## config.mk

```make
export PLATFORM = sky130hd
export DESIGN_NAME = umich_seq_div_op
export DESIGN_NICKNAME = d
export VERILOG_FILES = /design/src/rtl/umich_div_pkg.sv /design/src/rtl/umich_div_step.sv /design/src/rtl/umich_seq_div_op.sv
export SDC_FILE = /design/constraint.sdc
export NUM_CORES = 1
export LEC_CHECK = 0
export BUFFER_PORTS_ARGS = -buffer_cell sky130_fd_sc_hd__buf_2
export CORE_MARGIN = 3
export CORE_UTILIZATION = 50
export DETAILED_ROUTE_END_ITERATION = 7
export GPL_TIMING_DRIVEN = 0
export PLACE_DENSITY = 0.74
export RECOVER_POWER = 100
export SYNTH_ARGS = -nofsm -noshare
export SYNTH_HDL_FRONTEND = slang
export SYNTH_SLANG_ARGS = --single-unit
```

## constraint.sdc

```tcl
create_clock -name clocked_on -period 40.3 [get_ports clocked_on]
set_input_delay 8.06 -clock clocked_on [delete_from_list [all_inputs] [get_ports clocked_on]]
set_output_delay 8.06 -clock clocked_on [all_outputs]
set_load 0.03 [all_outputs]
```

## src/rtl/umich_div_pkg.sv

```systemverilog
// Shared types and helpers for the sequential divider.
//   DEF_WIDTH   : default operand/result width
//   ABS_W       : working width of abs_tc (callers must use WIDTH <= ABS_W)
//   div_state_e : divider FSM states
//   abs_tc      : magnitude of a sign-extended value when tc=1, pass-through otherwise
package umich_div_pkg;

  localparam int unsigned DEF_WIDTH = 64;
  localparam int unsigned ABS_W     = 256;

  typedef enum logic [1:0] {
    IDLE = 2'd0,
    CALC = 2'd1,
    FIX  = 2'd2,
    DONE = 2'd3
  } div_state_e;

  // Negation at ABS_W bits truncates to the same bits as negation at the caller's width.
  function automatic logic [ABS_W-1:0] abs_tc(input logic [ABS_W-1:0] value, input logic tc);
    return (tc && value[ABS_W-1]) ? ABS_W'(-value) : value;
  endfunction

endpackage

```

## src/rtl/umich_div_step.sv

```systemverilog
// One restoring-division step (combinational).
//   rem        : current partial remainder (always < divisor)
//   dvd_bit    : next dividend bit, MSB first
//   divisor    : divisor magnitude
//   rem_next_c : remainder after the step
//   q_bit_c    : quotient bit produced by the step
module umich_div_step #(
  parameter int unsigned WIDTH = 64
) (
  input  logic [WIDTH-1:0] rem,
  input  logic             dvd_bit,
  input  logic [WIDTH-1:0] divisor,
  output logic [WIDTH-1:0] rem_next_c,
  output logic             q_bit_c
);

  // WIDTH+1 bits so the shifted remainder never overflows the compare.
  logic [WIDTH:0] trial;
  logic [WIDTH:0] diff;

  assign trial      = {rem, dvd_bit};
  assign diff       = trial - {1'b0, divisor};
  assign q_bit_c    = (trial >= {1'b0, divisor});
  // Either result is below the divisor, so the top bit is always zero.
  assign rem_next_c = WIDTH'(q_bit_c ? diff : trial);

endmodule

```

## src/rtl/umich_seq_div_op.sv

```systemverilog
// Multi-cycle restoring divider with valid/ready handshakes.
//   clocked_on : clock, rising edge
//   preset     : asynchronous active-high reset
//   in_valid / in_ready   : operand handshake (A, B, TC)
//   out_valid / out_ready : result handshake (QUOT, REM, DIV0)
//   TC         : 1 = two's-complement operands, 0 = unsigned
module umich_seq_div_op
  import umich_div_pkg::*;
#(
  parameter  int unsigned WIDTH = DEF_WIDTH,
  localparam int unsigned CNT_W = $clog2(WIDTH) + 1
) (
  input  logic             clocked_on,
  input  logic             preset,
  input  logic             in_valid,
  output logic             in_ready,
  input  logic [WIDTH-1:0] A,
  input  logic [WIDTH-1:0] B,
  input  logic             TC,
  output logic             out_valid,
  input  logic             out_ready,
  output logic [WIDTH-1:0] QUOT,
  output logic [WIDTH-1:0] REM,
  output logic             DIV0
);

  div_state_e       state, state_next;
  logic [CNT_W-1:0] cnt;
  logic [WIDTH-1:0] a_q;      // raw dividend, returned as REM on divide-by-zero
  logic [WIDTH-1:0] bmag_q;   // divisor magnitude
  logic [WIDTH-1:0] dvd_q;    // dividend magnitude shifting out, quotient shifting in
  logic [WIDTH-1:0] rem_q;
  logic             qneg_q;
  logic             rneg_q;
  logic             div0_q;

  logic [WIDTH-1:0] a_mag_c;
  logic [WIDTH-1:0] b_mag_c;
  logic             sign_a_c;
  logic             sign_b_c;
  logic             b_zero_c;
  logic [WIDTH-1:0] rem_next_c;
  logic             q_bit_c;

  // Operand magnitudes and signs, only used on the acceptance edge.
  assign sign_a_c = TC & A[WIDTH-1];
  assign sign_b_c = TC & B[WIDTH-1];
  assign b_zero_c = (B == '0);
  assign a_mag_c  = WIDTH'(abs_tc(ABS_W'($signed(A)), TC));
  assign b_mag_c  = WIDTH'(abs_tc(ABS_W'($signed(B)), TC));

  umich_div_step #(.WIDTH(WIDTH)) u_step (
    .rem        (rem_q),
    .dvd_bit    (dvd_q[WIDTH-1]),
    .divisor    (bmag_q),
    .rem_next_c (rem_next_c),
    .q_bit_c    (q_bit_c)
  );

  // State register.
  always_ff @(posedge clocked_on or posedge preset) begin
    if (preset) state <= IDLE;
    else        state <= state_next;
  end

  // Next-state logic; divide-by-zero also passes through FIX to register its result.
  always_comb begin
    state_next = state;
    case (state)
      IDLE: if (in_valid) state_next = b_zero_c ? FIX : CALC;
      CALC: if (cnt == CNT_W'(WIDTH - 1)) state_next = FIX;
      FIX:  state_next = DONE;
      DONE: if (out_ready) state_next = IDLE;
      default: state_next = IDLE;
    endcase
  end

  // Datapath and registered handshake/result outputs.
  always_ff @(posedge clocked_on or posedge preset) begin
    if (preset) begin
      cnt       <= '0;
      a_q       <= '0;
      bmag_q    <= '0;
      dvd_q     <= '0;
      rem_q     <= '0;
      qneg_q    <= 1'b0;
      rneg_q    <= 1'b0;
      div0_q    <= 1'b0;
      QUOT      <= '0;
      REM       <= '0;
      DIV0      <= 1'b0;
      out_valid <= 1'b0;
      in_ready  <= 1'b1;
    end else begin
      in_ready  <= (state_next == IDLE);
      out_valid <= (state_next == DONE);
      case (state)
        IDLE: begin
          if (in_valid) begin
            cnt    <= '0;
            a_q    <= A;
            bmag_q <= b_mag_c;
            dvd_q  <= a_mag_c;
            rem_q  <= '0;
            qneg_q <= sign_a_c ^ sign_b_c;
            rneg_q <= sign_a_c;
            div0_q <= b_zero_c;
          end
        end
        CALC: begin
          dvd_q <= {dvd_q[WIDTH-2:0], q_bit_c};
          rem_q <= rem_next_c;
          cnt   <= cnt + CNT_W'(1);
        end
        FIX: begin
          if (div0_q) begin
            QUOT <= '1;
            REM  <= a_q;
            DIV0 <= 1'b1;
          end else begin
            QUOT <= qneg_q ? WIDTH'(-dvd_q) : dvd_q;
            REM  <= rneg_q ? WIDTH'(-rem_q) : rem_q;
            DIV0 <= 1'b0;
          end
        end
        default: ;
      endcase
    end
  end

endmodule
```

==> flow_metrics.tcl <==
set metrics [dict create \
    outcome "complete, but fails checks" \
    violations "capacitance limit, slew limit" \
    p_leak_nw 12.3 \
    final_common_cell "nand2_1" \
    ioPinCount 264 \
    core_sq_um 50200 \
    cp_common_cell "clkbuf_1" \
    cts_buffers 45 \
    synthCells 3095 \
    final_cell_mix "497 x nand2_1, 398 x dfrtp_1, 342 x o21ai_0" \
    wirelength_um 86200 \
    cp.arrival_ps 22130 \
    mappedNetlistArea_sq_um 25400 \
    power_frac_clock 0.163 \
    cts_setup_buffers 0 \
    synth_nets 3298 \
    finalHoldViolCount 0 \
    synthAdderAreaFrac 0.0347 \
    core.rowCount 82 \
    required_ps 40010 \
    layout_min_cycle_time_ps 22420 \
    fin_total_pwr_mw 2.64 \
    reg2reg_setup_slack_ps 35810 \
    synth.largest_area_cell "dfrtp_1" \
    drc 0 \
    path_class "in2async" \
    hold_class "reg2reg" \
    cts_resized 0 \
    yosys_warnings 0 \
    seq_area_frac_synth 0.393 \
    drtIter0Drc 2264 \
    root_buffer "clkbuf_16" \
    grt_max_degree 122 \
    crit_chain "buf_2 -> clkinvlp_2 -> clkbuf_1 -> clkbuf_1 -> clkbuf_1" \
    power_frac_seq 0.281 \
    ys_async_sr_fraction 1.00 \
    setup-violations-final 0 \
    synth_flop_cell "dfrtp_1" \
    pwr-share-comb 0.556 \
    synth_cell_types 76 \
    clock_path_buffers 3 \
    die_w_um 232 \
    vias_per_cell 5.91 \
    vias 24300 \
    critPathLaunchType "input port" \
    drtPass1Iterations 5 \
    internal_power_mw 1.37 \
    num-fill-cells 4816 \
    tightest_slew_ps 6290 \
    clock_sinks 399 \
    vdd_drop_max_mv 0.0497 \
    grt_overflow 0 \
    final_max_slew_viol_count 406 \
    slowest_delay_ps 4530 \
    setup_tns_ps 0 \
    htree_num_levels 2 \
    syn2layout_area_growth_pct 13.6 \
    place_ws_ps 28580 \
    rsz0062_at_grt "false" \
    synth_top_area_share 0.392 \
    die_area_sq_um 53600 \
    grt_pass1_wl_um 131000 \
    fmax_mhz 44.6 \
    track_usage 0.312 \
    setup_slack_ps 17880 \
    synth_simple_gate_area_frac 0.190 \
    hold_buffers 0 \
    p_per_area_nw_per_um2 91.2 \
    cp_max_fo 121 \
    p_sw_mw 1.27 \
    slowest_stage "clkbuf_1" \
    place_congestion 0.985 \
    finalCritPeriodShare 0.556 \
    fp.dieH_um 232 \
    drive_above_1_share 0.0654 \
    synth_edf_count 0 \
    synth_top_family_by_area "compound AO/OA/AOI/OAI gates" \
    clk_latency_ps 610 \
    drt-wirelength-per-cell_um 20.9 \
    synth.ff_latch_count 399 \
    cap_violations 4 \
    grt_pass1_vias 23100 \
    max_slew_margin -3.20 \
    synth_mux_area_frac 0.0126 \
    cts_tree "yes" \
    nNetsFinal 3609 \
    swShare 0.480 \
    synth_xor_area_frac 0.104 \
    placed_area_sq_um 27700 \
    hpwl_um 67000 \
    synth_compound_area_frac 0.222 \
    portBuffers 261 \
    antenna_left 0 \
    synth.top_cells.by_area "dfrtp_1 39%, nand2_1 7.3%, o21ai_0 6.7%, xor2_1 6.2%, a21oi_1 5.3%" \
    fin_area_sq_um 28900 \
    finClkSkew_ps 24.8 \
    cp-end-kind "async pin" \
    antenna_found_initial 6 \
    syn_area_per_cell_sq_um 8.22 \
    clk_pin_slew_ps 60 \
    start_util 0.507 \
]
[critical path: cells and delay by family]
family / cells / cell delay [ps]
buf+inv: 5 / 13880
[kinds of logic (layout without fill, tap and decap cells)]
kind of cell               count (synthesis)  after routing
buffers and inverters                    290            636
xor gates and xnor gates                 303            303
adders and majority gates                 70             70
DFF                                      399            399
other                                      0              3
muxes                                     32             32
AOI/OAI and AO/OA                        939            939
and+or+nand+nor                         1062           1062
[stage by stage]
stage	instances	hold WS, ps	utilization
2_1_floorplan	3095	437	-
3_3_place_gp	4028	454	0.550
3_5_place_dp	4031	457	0.552
4_1_cts	4113	475	0.582
5_1_grt	4115	493	0.576
6_report	4116	476	0.576
[power groups by stage]
stage / sequential (mW) / clock, mW / combinational, mW
floorplan: 0.684 / 0 / 1.08
global placement: 0.734 / 0 / 1.42
detailed placement: 0.737 / 0 / 1.43
CTS: 0.732 / 0.433 / 1.45
global route: 0.758 / 0.448 / 1.62
finish: 0.741 / 0.431 / 1.47
[final timing paths]
path / startpoint / endpoint / cells past startpoint
min: a_q[36] / a_q[36] / 2
min reg2reg: a_q[36] / a_q[36] / 2
max: preset / REM[2] / 5
max reg2reg: rem_q[35] / rem_q[40] / 12
min in group asynchronous: preset / QUOT[60] / 2
max in group clocked_on: B[11] / div0_q / 11
[Yosys cell counts, types with 15 or more instances]
master,n
nand3_1,39
xnor2_1,123
o21bai_1,15
and3_1,19
nor2_1,236
inv_1,98
xor2_1,180
a21o_1,26
o41ai_1,33
or4_1,31
a31oi_1,18
o31ai_1,65
nor2b_1,22
nand2b_1,18
o21ai_0,339
a22oi_1,44
a21oi_1,270
nor4_1,29
dfrtp_1,398
nand4_1,29
mux2i_1,31
clkbuf_1,174
a32oi_1,27
nand2_1,497
nor3_1,54
ha_1,69
or3_1,29
[state kept, by name (all words and copies together), names as in the netlist]
name and count:
QUOT 64, REM 64, a_q 64, bmag_q 64, dvd_q 64, rem_q 64, cnt 7, state 2
DIV0 1, div0_q 1, in_ready 1, out_valid 1, qneg_q 1, rneg_q 1
[cell type report]
type | instances | area (sq um) | share of cell area
tap | 672 | 841 | 0.0291
buffer | 192 | 732 | 0.0253
inverter | 98 | 369 | 0.0128
sequential | 399 | 9990 | 0.345
clock buffer | 69 | 1360 | 0.0469
multi-input combinational | 2406 | 14300 | 0.494
clock inverter | 13 | 179 | 0.00619
timing repair buffer | 264 | 1150 | 0.0397
antenna | 3 | 7.51 | 0.000260
[metal layers]
metal / vias to the layer above / global-route usage / part of all wire / wire length [um]
li1: 11600 / - / - / -
met3: 200 / 0.0558 / 0.082 / 7030
met5: - / 0 / 0.00048 / 41
met4: 6 / 0.138 / 0.046 / 3920
met1: 11600 / 0.417 / 0.42 / 36100
met2: 998 / 0.497 / 0.45 / 39200
(Power assumes the default switching activity.)
